$ cat src/rtl/add_pkg.sv
// rtl/add_pkg.sv - shared types and helpers for the multi-byte sequential adder
//
// Purpose: FSM state type, byte width constant and the signed-overflow rule
//          used by multibyte_add_seq.
// Exports: state_t (IDLE/RUN/DONE, 2-bit), BYTE_W, ovf_calc().
package add_pkg;

  localparam int BYTE_W = 8;

  typedef enum logic [1:0] {
    IDLE = 2'd0,
    RUN  = 2'd1,
    DONE = 2'd2
  } state_t;

  // Two's-complement overflow: operands agree in sign, result does not.
  function automatic logic ovf_calc(input logic a_msb, input logic b_msb, input logic s_msb);
    return (a_msb == b_msb) && (s_msb != a_msb);
  endfunction

endpackage

$ cat src/rtl/carry_lookahead_adder_8bit.sv
// rtl/carry_lookahead_adder_8bit.sv - 8-bit carry-lookahead adder, byte datapath
//
// Purpose: sum = a + b + cin over one byte, carries from two 4-bit lookahead groups.
// Ports:   a, b  [7:0] in  operand bytes
//          cin         in  carry in
//          sum   [7:0] out sum byte
//          cout        out carry out of bit 7
module carry_lookahead_adder_8bit (
  input  logic [7:0] a,
  input  logic [7:0] b,
  input  logic       cin,
  output logic [7:0] sum,
  output logic       cout
);

  logic [7:0] g;
  logic [7:0] p;
  logic [4:0] c_lo;
  logic [4:0] c_hi;
  logic [7:0] c;

  // Flattened lookahead carries for a 4-bit group; bit 0 echoes the group carry in.
  function automatic logic [4:0] cla4(input logic [3:0] gi, input logic [3:0] pi, input logic c0);
    logic [4:0] cc;
    cc[0] = c0;
    cc[1] = gi[0] | (pi[0] & c0);
    cc[2] = gi[1] | (pi[1] & gi[0]) | (pi[1] & pi[0] & c0);
    cc[3] = gi[2] | (pi[2] & gi[1]) | (pi[2] & pi[1] & gi[0]) | (pi[2] & pi[1] & pi[0] & c0);
    cc[4] = gi[3] | (pi[3] & gi[2]) | (pi[3] & pi[2] & gi[1]) | (pi[3] & pi[2] & pi[1] & gi[0])
          | (pi[3] & pi[2] & pi[1] & pi[0] & c0);
    return cc;
  endfunction

  assign g    = a & b;
  assign p    = a ^ b;
  assign c_lo = cla4(g[3:0], p[3:0], cin);
  assign c_hi = cla4(g[7:4], p[7:4], c_lo[4]);
  assign c    = {c_hi[3:0], c_lo[3:0]};
  assign sum  = p ^ c;
  assign cout = c_hi[4];

endmodule

$ cat src/rtl/multibyte_add_seq.sv
// rtl/multibyte_add_seq.sv - sequential W-bit adder, one byte per cycle through one CLA
//
// Purpose: accepts a/b/cin on start in IDLE, adds LSB byte first over NBYTES
//          cycles, then presents sum/cout/ovf with a one-cycle done pulse.
// Ports:   clk, rst (async, active high)
//          start       in  request, sampled only in IDLE
//          a, b  [W-1:0] in operands, cin in carry into byte 0
//          busy        out state != IDLE
//          done        out single-cycle result-valid pulse
//          sum [W-1:0], cout, ovf  out registered result, held until next result
module multibyte_add_seq
  import add_pkg::*;
#(
  parameter int NBYTES = 4
) (
  input  logic                     clk,
  input  logic                     rst,
  input  logic                     start,
  input  logic [BYTE_W*NBYTES-1:0] a,
  input  logic [BYTE_W*NBYTES-1:0] b,
  input  logic                     cin,
  output logic                     busy,
  output logic                     done,
  output logic [BYTE_W*NBYTES-1:0] sum,
  output logic                     cout,
  output logic                     ovf
);

  localparam int W     = BYTE_W * NBYTES;
  localparam int IDX_W = $clog2(NBYTES);
  localparam logic [IDX_W-1:0] LAST_IDX = IDX_W'(NBYTES - 1);

  state_t           state_q,  state_d;
  logic [IDX_W-1:0] idx_q,    idx_d;
  logic             carry_q,  carry_d;
  logic [W-1:0]     a_sh_q,   a_sh_d;
  logic [W-1:0]     b_sh_q,   b_sh_d;
  logic [W-1:0]     res_sh_q, res_sh_d;
  logic             a_msb_q,  a_msb_d;
  logic             b_msb_q,  b_msb_d;
  logic [W-1:0]     sum_q,    sum_d;
  logic             cout_q,   cout_d;
  logic             ovf_q,    ovf_d;

  logic [7:0]       cla_sum;
  logic             cla_cout;

  carry_lookahead_adder_8bit u_cla (
    .a    (a_sh_q[BYTE_W-1:0]),
    .b    (b_sh_q[BYTE_W-1:0]),
    .cin  (carry_q),
    .sum  (cla_sum),
    .cout (cla_cout)
  );

  always_comb begin
    state_d  = state_q;
    idx_d    = idx_q;
    carry_d  = carry_q;
    a_sh_d   = a_sh_q;
    b_sh_d   = b_sh_q;
    res_sh_d = res_sh_q;
    a_msb_d  = a_msb_q;
    b_msb_d  = b_msb_q;
    sum_d    = sum_q;
    cout_d   = cout_q;
    ovf_d    = ovf_q;

    case (state_q)
      IDLE: begin
        if (start) begin
          a_sh_d   = a;
          b_sh_d   = b;
          carry_d  = cin;
          idx_d    = '0;
          res_sh_d = '0;
          // Operand sign bits are shifted out during RUN, so keep copies for ovf.
          a_msb_d  = a[W-1];
          b_msb_d  = b[W-1];
          state_d  = RUN;
        end
      end

      RUN: begin
        res_sh_d = {cla_sum, res_sh_q[W-1:BYTE_W]};
        a_sh_d   = a_sh_q >> BYTE_W;
        b_sh_d   = b_sh_q >> BYTE_W;
        carry_d  = cla_cout;
        idx_d    = idx_q + IDX_W'(1);
        if (idx_q == LAST_IDX) begin
          // Publish from the next-state shift value so the last byte is included.
          sum_d   = res_sh_d;
          cout_d  = cla_cout;
          ovf_d   = ovf_calc(a_msb_q, b_msb_q, cla_sum[BYTE_W-1]);
          state_d = DONE;
        end
      end

      DONE:    state_d = IDLE;
      default: state_d = IDLE;
    endcase
  end

  always_ff @(posedge clk or posedge rst) begin
    if (rst) begin
      state_q  <= IDLE;
      idx_q    <= '0;
      carry_q  <= 1'b0;
      a_sh_q   <= '0;
      b_sh_q   <= '0;
      res_sh_q <= '0;
      a_msb_q  <= 1'b0;
      b_msb_q  <= 1'b0;
      sum_q    <= '0;
      cout_q   <= 1'b0;
      ovf_q    <= 1'b0;
    end else begin
      state_q  <= state_d;
      idx_q    <= idx_d;
      carry_q  <= carry_d;
      a_sh_q   <= a_sh_d;
      b_sh_q   <= b_sh_d;
      res_sh_q <= res_sh_d;
      a_msb_q  <= a_msb_d;
      b_msb_q  <= b_msb_d;
      sum_q    <= sum_d;
      cout_q   <= cout_d;
      ovf_q    <= ovf_d;
    end
  end

  assign busy = (state_q != IDLE);
  assign done = (state_q == DONE);
  assign sum  = sum_q;
  assign cout = cout_q;
  assign ovf  = ovf_q;

endmodule

$ cat config.mk
export PLATFORM = sky130hd
export DESIGN_NAME = multibyte_add_seq
export DESIGN_NICKNAME = d
export VERILOG_FILES = /design/src/rtl/add_pkg.sv /design/src/rtl/carry_lookahead_adder_8bit.sv /design/src/rtl/multibyte_add_seq.sv
export SDC_FILE = /design/constraint.sdc
export NUM_CORES = 1
export LEC_CHECK = 0
export CORE_MARGIN = 3
export CORE_UTILIZATION = 52
export CTS_CLUSTER_SIZE = 25
export DETAILED_ROUTE_END_ITERATION = 8
export PLACE_DENSITY = 0.9
export SLEW_MARGIN = 5
export SYNTH_ARGS = -nofsm -noshare
export SYNTH_HDL_FRONTEND = slang
export SYNTH_SLANG_ARGS = --single-unit
export TNS_END_PERCENT = 10
$ cat constraint.sdc
create_clock -name clk -period 5.1 [get_ports clk]
set_input_delay 0.51 -clock clk [delete_from_list [all_inputs] [get_ports clk]]
set_output_delay 0.51 -clock clk [all_outputs]
set_load 0.03 [all_outputs]
==> qor.yml, run 1 <==
fmax_mhz: 411
finalSetupViolCount: 0
cp_max_fo: 4
cts_inserted_buffers: 17
die_y_um: 110
drtPass1Iterations: 5
rsz0062_at_grt: "no"
synth_cells: 524
vias: 4166
die_area_um2: 12200
rows: 37
start_util_pct: 54.1
track_usage_pct: 22.2
synth.net_count: 603
pwr-share-seq_pct: 35.8
clock_skew_ns: 0.0112
p_switching_uw: 1870
viasPerCell: 5.45
leakage_uw: 0.00321
hpwl_um: 8680
arrival_ns: 1.93
synth_warnings: 0
die_w_um: 110
grt_overflow_total: 0
hp-class: "reg2reg"
crit_path_end_kind: "output port"
clk_pin_slew_ns: 0.07
p_sw_share_pct: 39.3
required_ns: 4.59
antenna_cells: 0
avgSynthCellArea_um2: 10.8
critPathSlowestCell: "clkdlybuf4s50_1"
ys_types: 38
fin_nets: 695
fin_crit_sh_pct: 47.7
cts_setup_buffers: 0
report.final.slew_viol_count: 0
clock_latency_ns: 0.51
ff_latch_area_um2: 3230
hold_viol: 0
status: "complete, no violations"
crit_family: "buffers and inverters"
fin_tns_setup_ns: 0
slowest_delay_ns: 0.74
wl_per_cell_um: 17.1
ys_seq_elements: 129
fin_crit_ns: 2.44
hold_path_startpoint: "b_sh_q[28]"
peakVddDrop_v: 0.000358
start_kind: "flop"
cts_tree: "built"
grt_max_degree: 117
clock-sinks: 129
pre_cts_slack_ns: 2.37
slew_headroom_pct: 27.0
postRouteAntennaNets: 0
drtIter0Drc: 374
port_buffers: 103
grt_pass1_wl_um: 20700
multiInputGateArea_um2: 2230
routed_wl_um: 13100
area_delta_synth_final_pct: 28.8
cts_max_level: 4
worst-path-buf-inv: 1
coreArea_um2: 10500
maxCapViolCount: 0
syn_area_um2: 5670
cts_hold_buffers: 0
cts_max_path_buffers: 2
p_comb_share_pct: 39.2
intPower_uw: 2890
power.share.clock_pct: 25.0
r2r_start: "state_q[1]"
worstMarginPinSlew_ns: 1.10
power_density_nw_per_um2: 652
fin_ws_ns: 2.66
drc: 0
io_pins: 104
grt_pass1_vias: 4156
path_cells: "or2_1 -> clkdlybuf4s50_1"
fill_cells: 716
drive_above_1_share_pct: 10.8
setup.worst_path.start: "state_q[1]"
yosysSeqAreaShare_pct: 57.0
clockRootBuffer: "clkbuf_8"
antenna_found_initial: 0
cts.repair.resized: 0
worst-setup-path-type: "reg2out"
gp_congestion: 0.804
-- sequential cells by signal, indices dropped and copies added, names as in the netlist --
signal    flops
sum          32
ovf           1
b_msb_q       1
a_sh_q       32
carry_q       1
res_sh_q     24
idx_q         2
b_sh_q       32
state_q       2
cout          1
a_msb_q       1
-- power groups by stage --
stage | Clock, uW | Sequential, uW | Combinational, uW
2_1_floorplan | 0 | 1850 | 1120
3_5_place_dp | 0 | 1710 | 1850
6_report | 1190 | 1700 | 1870
5_1_grt | 1250 | 1750 | 2050
3_3_place_gp | 0 | 1690 | 1760
4_1_cts | 1200 | 1700 | 1870
-- logic make-up after synthesis --
logic type,share of synthesized area (%)
adder cells (fa/ha/maj),2.69
flip-flops,57.0
multiplexers,14.2
XOR/XNOR,0.773
buffers and inverters,3.84
AND/OR/NAND/NOR,10.3
AO/OA/AOI/OAI,11.2
-- cells in the mapped netlist --
cell type / n / share of area, %
nand2_1: 132 / 8.7
dfrtp_1: 129 / 57
o21ai_0: 81 / 7.2
mux2i_1: 49 / 8.7
mux2_2: 28 / 5.6
clkbuf_1: 16 / 1.1
buf_2: 11 / 0.97
o21ai_1: 10 / 0.88
ha_1: 9 / 2.0
o22ai_1: 7 / 0.77
inv_1: 6 / 0.40
xnor2_1: 5 / 0.77
a21oi_1: 4 / 0.35
nor2_1: 4 / 0.26
a22o_1: 3 / 0.46
buf_6: 3 / 0.60
a21o_1: 2 / 0.26
a221oi_1: 2 / 0.31
fa_1: 2 / 0.71
nand3_1: 2 / 0.18
nor2b_1: 2 / 0.22
a2111o_1: 1 / 0.20
a211o_1: 1 / 0.15
a22oi_1: 1 / 0.13
a31oi_1: 1 / 0.11
and3_1: 1 / 0.11
buf_1: 1 / 0.066
buf_12: 1 / 0.35
buf_4: 1 / 0.13
buf_8: 1 / 0.26
nand2_2: 1 / 0.11
nand2b_1: 1 / 0.11
nor2_8: 1 / 0.35
nor3_1: 1 / 0.088
o211ai_1: 1 / 0.13
o21a_1: 1 / 0.13
o21bai_1: 1 / 0.13
or2_1: 1 / 0.11
-- through the flow --
stage	total power (uW)	cells	hold slack (ns)	instance area, um^2	util, %
3_3_place_gp	3450	733	0.459	6710	64.2
2_1_floorplan	2970	524	0.449	5670	-
3_5_place_dp	3550	733	0.470	6710	64.2
6_report	4760	765	0.478	7300	69.8
5_1_grt	5040	765	0.511	7300	69.8
4_1_cts	4770	765	0.482	7300	69.8
-- area by class of cell --
class,instances,share of cell area (%)
tap,136,2.33
clock buffer,18,5.73
sequential,129,44.2
multi-input combinational,355,30.6
clock inverter,14,2.28
inverter,6,0.343
timing repair buffer,107,14.5
-- cells in the final DEF (no fill, tap or decap), types with 2 or more instances in the layout --
cell	instances
nor2_1	4
inv_6	6
clkbuf_16	16
nand2_1	132
o22ai_1	7
fa_1	2
dfrtp_1	129
a221oi_1	2
o21ai_0	81
mux2_2	28
clkdlybuf4s50_1	103
bufinv_16	2
xnor2_1	5
o21ai_1	10
nand3_1	2
inv_1	5
a22o_1	3
mux2i_1	49
buf_4	4
ha_1	9
clkinvlp_4	3
inv_8	2
a21o_1	2
a21oi_1	4
-- metal layers --
metal  global-route usage [%]  vias up  share of wire (%)
li1                         -     1974                  -
met3                     4.02       19                5.1
met4                     7.56        0                1.9
met1                     30.6     2040                 44
met5                        0        -                  0
met2                     35.8      133                 49
-- path summary, 6_finish.rpt --
kind                              end  slack [ns]  depth (start not counted)
max                              busy        2.66                          2
min                        b_sh_q[20]        0.48                          2
max reg2reg                b_sh_q[23]        2.67                          5
min reg2reg                b_sh_q[20]        0.48                          2
max in group asynchronous   a_sh_q[4]        3.37                          3
min in group asynchronous      sum[9]        0.63                          2
-- worst min-delay path, delay by kind of cell, from the launching register on --
family | cells | cell delay, ns
flip-flops | 1 | 0.34
AO/OA/AOI/OAI | 1 | 0.06
AND/OR/NAND/NOR | 1 | 0.04
Note: power is estimated with default switching activity, not from simulation.
==> inputs of run 2 (changes only) <==
Settings changed: CORE_UTILIZATION 52 to 47, PLACE_DENSITY 0.9 to 0.87.
Clock period 5.1 ns to 2.16 ns, I/O delays scaled along.
==> qor.yml, run 2 (same netlist as run 1, synthesis figures left out) <==
peakVddDrop_v: 0.000832
cts_max_path_buffers: 2
clock_skew_ns: 0.00817
routed_wl_um: 14000
die_w_um: 116
postRouteAntennaNets: 0
r2r_start: "a_sh_q[0]"
design_power_total_uw: 11900
cts_hold_buffers: 0
antenna_cells: 0
whs_ns: 0.0995
hpwl_um: 9200
cts_tree: "built"
viasPerCell: 5.50
fmax_mhz: 459
r2r-end: "res_sh_q[29]"
clock-sinks: 129
grt_pass1_wl_um: 22100
fin_nets: 709
multiInputGateArea_um2: 2300
ff2ff_path_depth: 7
rows: 39
port_buffers: 103
rrSetupSlack_ns: -0.02
clk_pin_slew_ns: 0.06
status: "complete, but fails checks"
leakage_uw: 0.00334
track_usage_pct: 21.2
start_kind: "flop"
drive_above_1_share_pct: 13.8
fill_cells: 828
grt_max_degree: 117
clock_latency_ns: 0.41
rsz0062_at_grt: "yes"
start_util_pct: 48.8
drtIter0Drc: 471
final_common_cell: "nand2_1"
fin_crit_ns: 2.18
grt_pass1_vias: 4381
pre_cts_slack_ns: -0.0928
antenna_found_initial: 0
fin_ws_ns: -0.0183
gp_congestion: 0.849
wl_per_cell_um: 17.8
violations: "setup timing"
mostFrequentLayoutCells: "nand2_1, dfrtp_1, clkdlybuf4s50_1"
worst-setup-path-type: "reg2reg"
cts_max_level: 4
io_pins: 104
worstMarginPinSlew_ns: 0.955
report.final.slew_viol_count: 0
drc: 0
cts_inserted_buffers: 17
vias: 4321
ff_latch_area_um2: 3230
die_y_um: 116
finalSetupViolCount: 1
power_density_nw_per_um2: 1560
arrival_ns: 2.43
hold_viol: 0
drtPass1Iterations: 5
area_delta_synth_final_pct: 34.7
coreArea_um2: 11600
cts_setup_buffers: 0
slew_headroom_pct: 36.3
cp_max_fo: 2
crit_path_end_kind: "flop"
die_area_um2: 13400
clockRootBuffer: "clkbuf_16"
fin_crit_sh_pct: 101
grt_overflow_total: 0
required_ns: 2.42
hp-class: "in2async"
maxCapViolCount: 0
fin_util_pct: 65.7
-- run 2: area by class of cell --
class                   count  share of cell area, %
clock inverters            11                   2.34
repair buffers            121                   16.4
inverters                   6                  0.344
multi-input cells         355                   30.1
well taps                 143                   2.34
clock buffers              21                   6.16
flip-flops and latches    129                   42.3
-- run 2: worst max-delay path: stages (launching register included) --
cell      delay (ns)
dfrtp_1         0.40
ha_1            0.30
a21o_1          0.21
a221oi_4        0.31
inv_2           0.06
fa_1            0.45
xnor2_2         0.19
o22ai_1         0.09
-- run 2: what timing repair did --
item	in CTS	in global routing
pin swaps	1	5
gates resized for setup	2	6
endpoints found under the setup margin	3	3
-- run 2: power breakdown --
group | internal [uW] | switching, uW | total (uW)
registers | 3390 | 661 | 4050
logic | 2000 | 2780 | 4780
clock network | 2030 | 1050 | 3080
-- run 2: worst max path at each step --
| stage | from | end | cells after the start |
|---|---|---|---|
| after floorplan | a_sh_q[1] | sum[28] | 6 |
| after global placement | a_sh_q[2] | sum[28] | 6 |
| after detailed placement | a_sh_q[2] | sum[28] | 6 |
| after CTS | a_sh_q[2] | sum[28] | 6 |
| after global routing | a_sh_q[0] | res_sh_q[29] | 7 |
| final | a_sh_q[0] | res_sh_q[29] | 7 |
-- run 2: routing by layer --
layer / global-route usage (%) / up-vias / part of all wire [%]
met3: 5.74 / 23 / 5.6
met2: 33.2 / 158 / 49
met1: 29.0 / 2134 / 44
met5: 0 / - / 0
li1: - / 2006 / -
met4: 7.04 / 0 / 1.7
-- run 2: stage by stage --
stage | TNS, ns | area [um^2] | cells
3_3_place_gp | -0.0295 | 6920 | 754
3_5_place_dp | -0.231 | 6920 | 754
4_1_cts | 0 | 7580 | 786
2_1_floorplan | 0 | 5670 | 524
5_1_grt | -0.234 | 7630 | 786
6_report | -0.0183 | 7630 | 786
